$ cat src/rtl/pipeline_hazard_ctrl_if.sv
// pipeline_hazard_ctrl_if
//   Data-memory request/ready handshake between the hazard controller and
//   the data memory.
//   dmem_req    controller -> memory  an access is outstanding this cycle
//   dmem_ready  memory -> controller  the outstanding access completes now
//   Modports: master = hazard controller, slave = data memory.

interface pipeline_hazard_ctrl_if;
  logic dmem_req;
  logic dmem_ready;

  modport master (output dmem_req, input dmem_ready);
  modport slave  (input dmem_req, output dmem_ready);
endinterface

$ cat src/rtl/pipeline_hazard_ctrl.sv
// pipeline_hazard_ctrl
//   Central stall/flush controller for the 5-stage RV64 pipeline. Each cycle
//   it decides whether each pipeline register loads, holds or is cleared to a
//   bubble. Hazard sources: load-use (ID vs EX), control redirects resolved
//   in MEM, and multi-cycle data-memory accesses. Also keeps saturating
//   stall/flush performance counters.
// Ports:
//   clk, reset                  clock, synchronous active-high reset
//   id_rs1/id_rs2, id_use_rs*   ID-stage source registers and their use flags
//   ex_rd, ex_MemRead           destination and load flag of the EX instruction
//   mem_MemRead/mem_MemWrite    MEM instruction accesses data memory
//   mem_redirect                MEM-stage branch taken / jump
//   dmem (master)               dmem_req / dmem_ready handshake
//   *_en                        pipeline register load enables (0 = hold)
//   *_flush                     synchronous clear-to-bubble requests
//   mem_busy, mem_error         waiting on memory / sticky timeout flag
//   stall_cnt, flush_cnt        saturating event counters

module pipeline_hazard_ctrl #(
  parameter int MEM_TIMEOUT = 255,
  parameter int CNT_W       = 32
) (
  input  logic                 clk,
  input  logic                 reset,
  input  logic [4:0]           id_rs1,
  input  logic [4:0]           id_rs2,
  input  logic                 id_use_rs1,
  input  logic                 id_use_rs2,
  input  logic [4:0]           ex_rd,
  input  logic                 ex_MemRead,
  input  logic                 mem_MemRead,
  input  logic                 mem_MemWrite,
  input  logic                 mem_redirect,
  pipeline_hazard_ctrl_if.master dmem,
  output logic                 pc_en,
  output logic                 if_id_en,
  output logic                 id_ex_en,
  output logic                 ex_mem_en,
  output logic                 if_id_flush,
  output logic                 id_ex_flush,
  output logic                 ex_mem_flush,
  output logic                 mem_wb_flush,
  output logic                 mem_busy,
  output logic                 mem_error,
  output logic [CNT_W-1:0]     stall_cnt,
  output logic [CNT_W-1:0]     flush_cnt
);

  localparam int WAIT_W = $clog2(MEM_TIMEOUT + 1);
  // Last MEM_WAIT cycle index before the access is abandoned.
  localparam logic [WAIT_W-1:0] WAIT_LAST = WAIT_W'(MEM_TIMEOUT - 1);

  typedef enum logic {IDLE, MEM_WAIT} state_t;

  state_t            state, state_next;
  logic [WAIT_W-1:0] wait_cnt, wait_next;
  logic              mem_acc;
  logic              load_use;
  logic              mem_stall;
  logic              timeout;
  logic              req;
  logic              redirect_take;

  assign mem_acc  = mem_MemRead | mem_MemWrite;
  assign mem_busy = (state == MEM_WAIT);

  // x0 is never a real dependency, and an unread source cannot create one.
  assign load_use = ex_MemRead && (ex_rd != 5'd0) &&
                    ((id_use_rs1 && (id_rs1 == ex_rd)) ||
                     (id_use_rs2 && (id_rs2 == ex_rd)));

  // State register and wait counter.
  always_ff @(posedge clk) begin
    if (reset) begin
      state    <= IDLE;
      wait_cnt <= '0;
    end else begin
      state    <= state_next;
      wait_cnt <= wait_next;
    end
  end

  // Memory FSM: the IDLE cycle that discovers a not-ready access already
  // stalls, so an N-cycle access costs N-1 stall cycles. The ready or
  // timeout cycle itself lets the pipeline advance.
  always_comb begin
    state_next = state;
    wait_next  = wait_cnt;
    mem_stall  = 1'b0;
    timeout    = 1'b0;
    req        = 1'b0;
    case (state)
      IDLE: begin
        req = mem_acc;
        if (mem_acc && !dmem.dmem_ready) begin
          mem_stall  = 1'b1;
          state_next = MEM_WAIT;
          wait_next  = '0;
        end
      end
      MEM_WAIT: begin
        req       = 1'b1;
        wait_next = wait_cnt + 1'b1;
        if (dmem.dmem_ready) begin
          state_next = IDLE;
        end else if (wait_cnt == WAIT_LAST) begin
          timeout    = 1'b1;
          state_next = IDLE;
        end else begin
          mem_stall = 1'b1;
        end
      end
      default: state_next = IDLE;
    endcase
  end

  // Pipeline control with priority memory wait > redirect > load-use.
  // A timed-out access still flushes MEM/WB so it never writes back.
  always_comb begin
    pc_en         = 1'b1;
    if_id_en      = 1'b1;
    id_ex_en      = 1'b1;
    ex_mem_en     = 1'b1;
    if_id_flush   = 1'b0;
    id_ex_flush   = 1'b0;
    ex_mem_flush  = 1'b0;
    mem_wb_flush  = 1'b0;
    redirect_take = 1'b0;
    dmem.dmem_req = req;
    if (reset) begin
      if_id_flush   = 1'b1;
      id_ex_flush   = 1'b1;
      ex_mem_flush  = 1'b1;
      mem_wb_flush  = 1'b1;
      dmem.dmem_req = 1'b0;
    end else if (mem_stall) begin
      pc_en        = 1'b0;
      if_id_en     = 1'b0;
      id_ex_en     = 1'b0;
      ex_mem_en    = 1'b0;
      mem_wb_flush = 1'b1;
    end else begin
      mem_wb_flush = timeout;
      if (mem_redirect) begin
        redirect_take = 1'b1;
        if_id_flush   = 1'b1;
        id_ex_flush   = 1'b1;
        ex_mem_flush  = 1'b1;
      end else if (load_use) begin
        pc_en       = 1'b0;
        if_id_en    = 1'b0;
        id_ex_flush = 1'b1;
      end
    end
  end

  // Sticky timeout flag, cleared only by reset.
  always_ff @(posedge clk) begin
    if (reset) begin
      mem_error <= 1'b0;
    end else if (timeout) begin
      mem_error <= 1'b1;
    end
  end

  // Saturating performance counters (an all-ones value stops counting).
  always_ff @(posedge clk) begin
    if (reset) begin
      stall_cnt <= '0;
      flush_cnt <= '0;
    end else begin
      if (!pc_en && !(&stall_cnt)) begin
        stall_cnt <= stall_cnt + 1'b1;
      end
      if (redirect_take && !(&flush_cnt)) begin
        flush_cnt <= flush_cnt + 1'b1;
      end
    end
  end

endmodule

$ cat src/flat_wrapper.sv
// flat-port wrapper written by rule: the top's interface ports become plain ports
module pipeline_hazard_ctrl_flat 
#(
  parameter int MEM_TIMEOUT = 255,
  parameter int CNT_W       = 32
)
  (clk, reset, id_rs1, id_rs2, id_use_rs1, id_use_rs2, ex_rd, ex_MemRead, mem_MemRead, mem_MemWrite, mem_redirect, pc_en, if_id_en, id_ex_en, ex_mem_en, if_id_flush, id_ex_flush, ex_mem_flush, mem_wb_flush, mem_busy, mem_error, stall_cnt, flush_cnt, dmem_dmem_req, dmem_dmem_ready);
  pipeline_hazard_ctrl_if dmem_i ();
  input  logic clk;
  input  logic reset;
  input  logic [4:0] id_rs1;
  input  logic [4:0] id_rs2;
  input  logic id_use_rs1;
  input  logic id_use_rs2;
  input  logic [4:0] ex_rd;
  input  logic ex_MemRead;
  input  logic mem_MemRead;
  input  logic mem_MemWrite;
  input  logic mem_redirect;
  output logic pc_en;
  output logic if_id_en;
  output logic id_ex_en;
  output logic ex_mem_en;
  output logic if_id_flush;
  output logic id_ex_flush;
  output logic ex_mem_flush;
  output logic mem_wb_flush;
  output logic mem_busy;
  output logic mem_error;
  output logic [CNT_W-1:0] stall_cnt;
  output logic [CNT_W-1:0] flush_cnt;
  output wire logic [$bits(dmem_i.dmem_req)-1:0] dmem_dmem_req;
  input wire logic [$bits(dmem_i.dmem_ready)-1:0] dmem_dmem_ready;
  assign dmem_dmem_req = dmem_i.dmem_req;
  assign dmem_i.dmem_ready = dmem_dmem_ready;
  pipeline_hazard_ctrl #(.MEM_TIMEOUT(MEM_TIMEOUT), .CNT_W(CNT_W)) u_core (.clk(clk), .reset(reset), .id_rs1(id_rs1), .id_rs2(id_rs2), .id_use_rs1(id_use_rs1), .id_use_rs2(id_use_rs2), .ex_rd(ex_rd), .ex_MemRead(ex_MemRead), .mem_MemRead(mem_MemRead), .mem_MemWrite(mem_MemWrite), .mem_redirect(mem_redirect), .dmem(dmem_i), .pc_en(pc_en), .if_id_en(if_id_en), .id_ex_en(id_ex_en), .ex_mem_en(ex_mem_en), .if_id_flush(if_id_flush), .id_ex_flush(id_ex_flush), .ex_mem_flush(ex_mem_flush), .mem_wb_flush(mem_wb_flush), .mem_busy(mem_busy), .mem_error(mem_error), .stall_cnt(stall_cnt), .flush_cnt(flush_cnt));
endmodule
$ cat config.mk
export PLATFORM = sky130hd
export DESIGN_NAME = pipeline_hazard_ctrl_flat
export DESIGN_NICKNAME = d
export VERILOG_FILES = /design/src/rtl/pipeline_hazard_ctrl_if.sv /design/src/rtl/pipeline_hazard_ctrl.sv /design/src/flat_wrapper.sv
export SDC_FILE = /design/constraint.sdc
export NUM_CORES = 1
export LEC_CHECK = 0
export ABC_CLOCK_PERIOD_IN_PS = 3600
export CORE_MARGIN = 1.5
export CORE_UTILIZATION = 53
export DETAILED_ROUTE_END_ITERATION = 6
export PLACE_DENSITY = 0.93
export REMOVE_ABC_BUFFERS = 1
export SYNTH_ARGS = -nofsm -noshare
export SYNTH_HDL_FRONTEND = slang
export SYNTH_SLANG_ARGS = --single-unit
export TNS_END_PERCENT = 10
$ cat constraint.sdc
create_clock -name clk -period 3.6 [get_ports clk]
set_input_delay 0.36 -clock clk [delete_from_list [all_inputs] [get_ports clk]]
set_output_delay 0.36 -clock clk [all_outputs]
set_load 0.01 [all_outputs]
==> results of run 1 <==
==> worst max path at each step <==
stage	startpoint	end	slack (ns)	cells past startpoint
2_1_floorplan	u_core.wait_cnt[0]	u_core.stall_cnt[28]	1.16	9
3_5_place_dp	ex_rd[0]	u_core.stall_cnt[28]	0.66	9
5_1_grt	ex_rd[0]	pc_en	0.55	7
4_1_cts	ex_rd[0]	if_id_en	0.72	7
6_report	u_core.wait_cnt[0]	if_id_flush	0.71	6
3_3_place_gp	ex_rd[0]	u_core.stall_cnt[28]	0.72	9
==> critical path, stage by stage (launching register included) <==
cell,delay (ns)
dfxtp_1,0.41
inv_1,0.07
ha_1,0.20
and4_1,0.25
a211oi_2,0.50
o21ai_0,0.22
clkdlybuf4s50_1,0.53
==> layout by cell type (no fill, tap or decap), drive strengths merged, types with 5 or more instances in the layout <==
cell type,netlist,final
o31ai,9,9
o311ai,5,5
xor2,17,17
nand2,28,28
inv,12,12
or3,17,17
nor2,40,40
nor3,18,18
clkdlybuf4s50,0,97
and2,5,5
a21oi,25,25
and3,14,14
clkbuf,12,9
o21a,11,11
buf,16,7
xnor2,19,19
dfxtp,74,74
and4,14,14
o21ai,19,19
nand3,29,29
nor4,10,10
nand4,23,23
or4,15,15
==> flip-flops by register name (all words and copies together) (netlist names) <==
register and cells:
u_core.flush_cnt 32, u_core.mem_busy 1, u_core.wait_cnt 8, u_core.stall_cnt 32, u_core.mem_error 1
==> cells in the mapped netlist, types with 7 or more instances <==
master and number:
xor2_1 17, nor3_1 17, o21ai_0 19, nand4_1 23, and4_1 11, buf_2 7
nand3_1 29, a21oi_1 25, nor2_1 39, and3_1 13, inv_1 11, clkbuf_1 12
o21a_1 11, o31ai_1 9, nor4_1 9, or3_1 17, nand2_1 28, dfxtp_1 74
or4_1 14, xnor2_1 19
==> layer usage <==
layer,global-route usage (%),wire (microns),up-vias
li1,-,-,1931
met1,30.16,4262,1883
met2,41.08,4831,135
met3,6.464,590,12
met4,7.832,114,0
met5,0,0,-
==> power by group through the flow <==
stage	Combinational, W	Sequential [W]	Clock [W]
2_1_floorplan	0.0000464	0.000848	0
3_3_place_gp	0.000119	0.000848	0
3_5_place_dp	0.000122	0.000848	0
4_1_cts	0.000123	0.000829	0.000861
5_1_grt	0.000133	0.000830	0.000893
6_report	0.000122	0.000829	0.000845
==> cell type report <==
| cell class | instances | area share [%] |
|---|---|---|
| clock inverters | 7 | 2.724 |
| inverters | 13 | 0.9400 |
| multi-input cells | 353 | 43.36 |
| clock buffers | 9 | 2.386 |
| well taps | 99 | 2.386 |
| flip-flops and latches | 74 | 28.54 |
| repair buffers | 104 | 19.67 |
==> per-stage QoR <==
| stage | cells | cell area, sq um | power (W) | hold WS, ns |
|---|---|---|---|---|
| 3_5_place_dp | 643 | 4926 | 0.0009701 | 0.4645 |
| 4_1_cts | 659 | 5191 | 0.001812 | 0.3802 |
| 5_1_grt | 659 | 5191 | 0.001856 | 0.3955 |
| 6_report | 659 | 5191 | 0.001796 | 0.3905 |
| 2_1_floorplan | 440 | 3781 | 0.0008944 | 0.4291 |
| 3_3_place_gp | 643 | 4926 | 0.0009669 | 0.4673 |
==> cells by family after synthesis <==
| family | Yosys count | share of synthesized area (%) |
|---|---|---|
| buffers and inverters | 41 | 5.181 |
| adder cells (fa/ha/maj) | 4 | 1.272 |
| flip-flops | 74 | 37.64 |
| multiplexers | 5 | 1.335 |
| AO/OA/AOI/OAI | 88 | 14.84 |
| AND/OR/NAND/NOR | 220 | 31.72 |
| XOR/XNOR | 36 | 8.010 |
==> out/metrics.yaml, run 1 <==
crit_type: "reg2out"
worst_r2r_endpoint: "u_core.stall_cnt[28]"
placementRows: 31
htree_levels: 3
r2r_cells: 10
setup_viol: 0
outcome: "finished clean"
floorplan.initialDensity_pct: 54.56
fmax_ghz: 0.3459
synthArstFlopShare_pct: 0
port_buffers: 98
wl_microns: 9798
arrival_ns: 2.53
dp_hpwl_microns: 6863
p_clk_share_pct: 47.0
synth_top_cell_area_share_pct: 37.64
worst_setup_path_start_kind: "flip-flop"
dieWidth_microns: 89.18
grt_overflow_total: 0
fin_crit_ns: 2.891
pwr-share-comb_pct: 6.8
clkSinkCount: 74
fin_util_pct: 71.96
min_from: "reset"
die_h_microns: 89.18
reg2reg_from: "u_core.wait_cnt[0]"
grt_pass1_vias: 3413
synth_ff_type: "dfxtp_1"
synthDistinctLibCells: 55
vias_per_cell: 6.011
r2r_slack_ns: 0.83
drv_slew: 0
yosysTopAreaCell: "dfxtp_1"
synth_edf_count: 0
grt_max_degree: 61
fillCellCount: 560
gp_congestion: 0.8338
clk_pin_slew_ns: 0.08
rsz0062_at_grt: "no"
synth-seq-cells: 74
avgSynthCellArea_sq_um: 8.411
layout.nets: 583
ir_drop_mv: 0.2198
antenna_left: 0
worst_setup_path_end_kind: "output pin"
dieArea_sq_um: 7953
ys.warnings.count: 0
cellLeakagePower_nw: 1.691
hp-class: "in2reg"
hold_buffers: 0
hold_violations: 0
place_ws_ns: 0.6577
syn-cell-area_sq_um: 3936
yosysSeqAreaShare_pct: 37.64
postCtsSetupBuffers: 0
grt_pass1_wl_microns: 15190
antenna_found_initial: 0
diodes: 0
synth.area.top_cells: "dfxtp_1 38%, xnor2_1 4.2%, xor2_1 3.8%, nor2_1 3.7%, nand3_1 3.7%"
switchingPower_w: 0.0003849
setup_slack_ns: 0.7090
powerDensity_nw_per_um2: 346.0
slew_headroom_pct: 49.35
clk_latency_ns: 0.35
clockBufferDepth: 2
drt_first_pass_iters: 4
vias: 3961
cp_max_fo: 5
area_delta_synth_final_pct: 31.88
min_to: "u_core.flush_cnt[6]"
wl_per_cell_microns: 14.87
ios: 99
hold_path_depth: 2
setup-tns-final_ns: 0
drive_above_1_share_pct: 6.786
post-route-period-util_pct: 80.31
synthCells: 468
numCtsBuffers: 9
cap_violations: 0
drt_iter0_markers: 249
required_ns: 3.24
drc_errors: 0
cts_resized: 0
cts_tree: "built"
multi_input_area_sq_um: 2251
swShare_pct: 21.43
seqPwrFrac_pct: 46.1
finClkSkew_ns: 0.01367
layout.area.seq_sq_um: 1481
tightest_slew_ns: 0.7528
grt_usage_pct: 24.29
clock-root-buffer: "clkbuf_8"
p_int_w: 0.001411
coreArea_sq_um: 7214
(Power assumes the default switching activity.)
==> inputs of run 2 (changes only) <==
--- a/config.mk
+++ b/config.mk
@@ -5,11 +5,11 @@
 export SDC_FILE = /design/constraint.sdc
 export NUM_CORES = 1
 export LEC_CHECK = 0
-export ABC_CLOCK_PERIOD_IN_PS = 3600
+export ABC_CLOCK_PERIOD_IN_PS = 2500
 export CORE_MARGIN = 1.5
-export CORE_UTILIZATION = 53
+export CORE_UTILIZATION = 45
 export DETAILED_ROUTE_END_ITERATION = 6
-export PLACE_DENSITY = 0.93
+export PLACE_DENSITY = 0.85
 export REMOVE_ABC_BUFFERS = 1
 export SYNTH_ARGS = -nofsm -noshare
 export SYNTH_HDL_FRONTEND = slang
==> constraint.sdc (replaced) <==
create_clock -name clk -period 2.5 [get_ports clk]
set_input_delay 0.25 -clock clk [delete_from_list [all_inputs] [get_ports clk]]
set_output_delay 0.25 -clock clk [all_outputs]
set_load 0.01 [all_outputs]
==> run 2 against run 1 <==
Compared with the run above: combinational power increased by 63%; sequential power rose by 44%; sequential share of layout area decreased by 0.61 points; die area up 17%; first-iteration DRC count decreased by 37%; routed wire length increased by 1.9%; hold slack worse by 0.093 ns; total power increased by 29%; non-clock buffer count increased by 17; count of clock-buffer cells in the layout grew 2; core utilization is 8.3 points lower.
==> out/metrics.yaml, run 2 (synthesis gave the netlist of run 1 again) <==
outcome: "finished clean"
drt_first_pass_iters: 4
ios: 99
grt_pass1_vias: 3644
max_stage_delay_ns: 0.57
crit_family: "buffers and inverters"
drive_above_1_share_pct: 10.23
r2r_cells: 10
dp_hpwl_microns: 7179
antenna_left: 0
total_power_w: 0.002321
cellLeakagePower_nw: 1.757
hp-class: "in2reg"
powerDensity_nw_per_um2: 437.4
drt_iter0_markers: 156
required_ns: 2.25
cp_max_fo: 4
fmax_ghz: 0.4198
ir_drop_mv: 0.3069
antenna_found_initial: 0
grt_max_degree: 34
crit_buf_inv: 3
drv_slew: 0
gp_congestion: 0.8294
cap_violations: 0
wl_microns: 9988
clkSinkCount: 74
area_delta_synth_final_pct: 34.77
setup_viol: 0
wl_per_cell_microns: 14.65
die_h_microns: 96.53
dieArea_sq_um: 9317
place_ws_ns: -0.1913
tightest_slew_ns: 0.6601
setup_slack_ns: 0.1180
clock-root-buffer: "clkbuf_8"
arrival_ns: 2.13
fin_util_pct: 63.61
clk_pin_slew_ns: 0.08
worst_setup_path_start_kind: "primary input"
worst-path-stages: 7
diodes: 0
cts_tree: "built"
port_buffers: 98
slew_headroom_pct: 55.65
drc_errors: 0
hold_violations: 0
grt_pass1_wl_microns: 16380
grt_usage_pct: 22.16
vias_per_cell: 5.865
clk_latency_ns: 0.35
coreArea_sq_um: 8341
final_cells: 682
final_common_cell: "clkdlybuf4s50_1"
place_inst: 665
worst_setup_path_end_kind: "output pin"
hold_path_depth: 2
crit_type: "in2out"
setup-tns-final_ns: 0
vias: 4000
layout.nets: 600
post-route-period-util_pct: 95.28
finClkSkew_ns: 0.01464
dieWidth_microns: 96.53
grt_overflow_total: 0
layout_common_cells: "92 x clkdlybuf4s50_1, 74 x dfxtp_1, 39 x nor2_1"
fin_crit_ns: 2.382
crit_chain: "clkdlybuf4s50_1 > or4_4 > o21ai_2 > nor3_1 > a21o_1 > inv_2 > dlygate4sd2_1"
clockBufferDepth: 2
crit_slowest_cell: "or4_4"
numCtsBuffers: 9
rsz0062_at_grt: "yes"
reg_top3: "u_core.flush_cnt: 32 flops, u_core.stall_cnt: 32 flops, u_core.wait_cnt: 8 flops"
placementRows: 33
htree_levels: 3
floorplan.initialDensity_pct: 47.19
run 2: cell count changes in the layout (fill, tap and decap cells not counted), sizes merged:
cell	change
buf	+17
clkdlybuf4s50	-5
dlygate4sd2	+4
bufinv	-3
clkbuf	+2
dlymetal6s2s	+1
inv	+1
run 2: path summary, 6_finish.rpt:
check / from / end / slack (ns)
max: ex_rd[0] / pc_en / 0.12
min: reset / u_core.flush_cnt[3] / 0.30
max reg2reg: u_core.wait_cnt[0] / u_core.stall_cnt[26] / 0.12
min reg2reg: u_core.stall_cnt[23] / u_core.stall_cnt[23] / 0.50
run 2: layout make-up:
class / instances / area [sq um]
inverter: 13 / 48.80
fill: 725 / 3035
clock inverter: 5 / 63.81
sequential: 74 / 1481
multi-input combinational: 353 / 2291
clock buffer: 11 / 131.4
timing repair buffer: 121 / 1157
tap: 105 / 131.4
run 2: worst reg2reg max path, cell delays in order, from the launching register on:
cell,delay (ns)
dfxtp_1,0.34
inv_1,0.05
ha_1,0.19
and4_1,0.23
a211o_1,0.31
nor2_4,0.11
a21o_1,0.16
inv_2,0.09
buf_6,0.18
or4_1,0.51
a21oi_1,0.15
run 2: timing repair:
| item | CTS | global route |
|---|---|---|
| setup endpoints to repair | 6 | 18 |
| cloned | 0 | 0 |
| hold buffers | 0 | 0 |
| pin swaps | 1 | 2 |
| buffers inserted | 0 | 1 |
| resized for setup | 10 | 8 |
run 2: where the power goes:
part	switching [W]	internal (W)
Combinational	0.000102	0.0000968
Clock	0.000461	0.000469
Sequential	0.00000761	0.00118
run 2: through the flow:
stage / hold WS (ns) / area, sq um
after global routing: 0.2976 / 5305
after CTS: 0.2695 / 5265
after global placement: 0.4722 / 5054
after detailed placement: 0.4824 / 5054
after floorplan: 0.3191 / 3781
final: 0.2974 / 5305
run 2: per-layer routing:
layer	up-vias	part of all wire (%)	global-route usage (%)
met5	-	0	0
met3	11	6.1	6.651
li1	1947	-	-
met4	0	0.67	4.469
met1	1923	44	26.92
met2	119	50	38.64
==> inputs of run 3 (changes only) <==
--- a/config.mk
+++ b/config.mk
@@ -9,7 +9,7 @@
 export CORE_MARGIN = 1.5
 export CORE_UTILIZATION = 45
 export DETAILED_ROUTE_END_ITERATION = 6
-export PLACE_DENSITY = 0.85
+export PLACE_DENSITY = 0.77
 export REMOVE_ABC_BUFFERS = 1
 export SYNTH_ARGS = -nofsm -noshare
 export SYNTH_HDL_FRONTEND = slang
==> run 3 against run 2 <==
Compared with the run above: global-route usage grew 0.30 points; count of clock-buffer cells in the layout shrank 1; critical path depth grew 4; maximum frequency shrank 2.2%; via count is essentially flat; clock power grew 19%; non-clock buffer count grew 6; clock skew shrank 0.00097 ns; critical endpoint is now u_core.stall_cnt[30]; largest power group unchanged; highest routed layer unchanged.
==> out/metrics.yaml, run 3 (synthesis gave the netlist of run 1 again) <==
hp-class: "in2reg"
ios: 99
clockBufferDepth: 2
floorplan.initialDensity_pct: 47.19
place_ws_ns: -0.2009
setup_viol: 0
drv_slew: 0
layout.nets: 606
crit_type: "reg2reg"
min_to: "u_core.mem_busy"
reg_top3: "u_core.flush_cnt: 32 flops, u_core.stall_cnt: 32 flops, u_core.wait_cnt: 8 flops"
swShare_pct: 22.36
ir_drop_mv: 0.2953
post-route-period-util_pct: 97.42
worst_setup_path_end_kind: "flip-flop"
clock-root-buffer: "clkbuf_8"
numCtsBuffers: 9
cp_max_fo: 25
slew_headroom_pct: 53.83
placementRows: 33
cap_violations: 0
clkSinkCount: 74
crit_slowest_cell: "or4_4"
rsz0062_at_grt: "yes"
antenna_found_initial: 0
grt_max_degree: 30
cellLeakagePower_nw: 1.816
dp_hpwl_microns: 7338
area_delta_synth_final_pct: 37.00
vias_per_cell: 5.825
fin_crit_ns: 2.435
gp_congestion: 0.8654
seqPwrFrac_pct: 47.4
clk_pin_slew_ns: 0.08
antenna_left: 0
port_buffers: 98
worst_r2r_endpoint: "u_core.stall_cnt[30]"
htree_levels: 3
drt_first_pass_iters: 4
grt_pass1_vias: 3633
grt_usage_pct: 22.46
crit_family: "simple AND/OR/NAND/NOR gates"
r2r_slack_ns: 0.06
crit_buf_inv: 4
drc_errors: 0
holdWs_ns: 0.3531
grt_pass1_wl_microns: 16440
outcome: "finished clean"
finClkSkew_ns: 0.01368
p_int_w: 0.001949
tightest_slew_ns: 0.6873
hold_violations: 0
cts_tree: "built"
hold_path_depth: 3
r2r_cells: 11
vias: 4002
dieWidth_microns: 96.53
max_stage_delay_ns: 0.53
crit_chain: "inv_1 > ha_1 > and4_4 > a211o_1 > nor2_2 > a21o_1 > inv_2 > buf_8 > buf_12 > or4_4 > a21oi_2"
route.met2.wl_microns: 4963
drt-met1-wl_microns: 4628
final_common_cell: "clkdlybuf4s50_1"
fmax_ghz: 0.4106
coreArea_sq_um: 8341
wl_microns: 10260
setup-tns-final_ns: 0
switchingPower_w: 0.0005613
arrival_ns: 2.72
grt_overflow_total: 0
drt_iter0_markers: 160
met3_length_microns: 563
setup_slack_ns: 0.06451
worst_setup_path_start_kind: "flip-flop"
layout_common_cells: "92 x clkdlybuf4s50_1, 73 x dfxtp_1, 39 x nor2_1"
top_layer: "met4"
powerDensity_nw_per_um2: 465.5
wl_per_cell_microns: 14.93
drive_above_1_share_pct: 11.17
die_h_microns: 96.53
min_from: "reset"
diodes: 0
p_clk_share_pct: 44.2
dieArea_sq_um: 9317
reg2reg_from: "u_core.wait_cnt[0]"
required_ns: 2.79
pwr-share-comb_pct: 8.4
clk_latency_ns: 0.35
run 3: timing repair:
item                       4_1_cts  5_1_grt
pin swaps                        1        5
hold buffers                     0        0
resized for setup                6       10
setup endpoints to repair        9       17
buffers inserted                 1        1
run 3: power by group through the flow:
| stage | sequential (W) | clock (W) | combinational (W) |
|---|---|---|---|
| 2_1_floorplan | 0.00122 | 0 | 0.0000669 |
| 3_3_place_gp | 0.00122 | 0 | 0.000200 |
| 3_5_place_dp | 0.00122 | 0 | 0.000203 |
| 4_1_cts | 0.00119 | 0.00113 | 0.000207 |
| 5_1_grt | 0.00119 | 0.00117 | 0.000229 |
| 6_report | 0.00119 | 0.00111 | 0.000210 |
run 3: area by class of cell:
| class | instances | area, sq um |
|---|---|---|
| fill | 724 | 2948 |
| clock buffer | 10 | 127.6 |
| multi-input combinational | 353 | 2278 |
| clock inverter | 5 | 103.9 |
| timing repair buffer | 127 | 1220 |
| sequential | 74 | 1483 |
| inverter | 13 | 48.80 |
| tap | 105 | 131.4 |
run 3: how the worst max path moves through the flow:
stage / startpoint / to / slack (ns) / cells after the start
4_1_cts: u_core.wait_cnt[0] / u_core.stall_cnt[30] / -0.06 / 11
3_5_place_dp: ex_rd[4] / u_core.stall_cnt[30] / -0.20 / 10
5_1_grt: u_core.wait_cnt[0] / u_core.stall_cnt[30] / -0.02 / 11
6_report: u_core.wait_cnt[0] / u_core.stall_cnt[30] / 0.06 / 11
3_3_place_gp: ex_rd[3] / if_id_en / -0.13 / 7
2_1_floorplan: u_core.wait_cnt[0] / u_core.stall_cnt[28] / 0.06 / 9
run 3: stage by stage:
stage / instances / utilization, % / cell area [sq um] / power (W)
detailed placement: 670 / 61.19 / 5104 / 0.001422
global placement: 670 / 61.19 / 5104 / 0.001418
global route: 687 / 64.66 / 5393 / 0.002595
floorplan: 440 / - / 3781 / 0.001288
CTS: 686 / 64.21 / 5355 / 0.002525
finish: 687 / 64.66 / 5393 / 0.002510
run 3: worst register-to-register path, stage by stage (launching register included):
cell,delay [ns]
dfxtp_2,0.33
inv_1,0.04
ha_1,0.18
and4_4,0.20
a211o_1,0.28
nor2_2,0.14
a21o_1,0.15
inv_2,0.06
buf_8,0.15
buf_12,0.16
or4_4,0.53
a21oi_2,0.16
run 3: routing by layer:
metal	vias up	GRT usage (%)
li1	1964	-
met1	1910	27.87
met2	115	38.11
met3	13	5.947
met4	0	6.401
met5	-	0
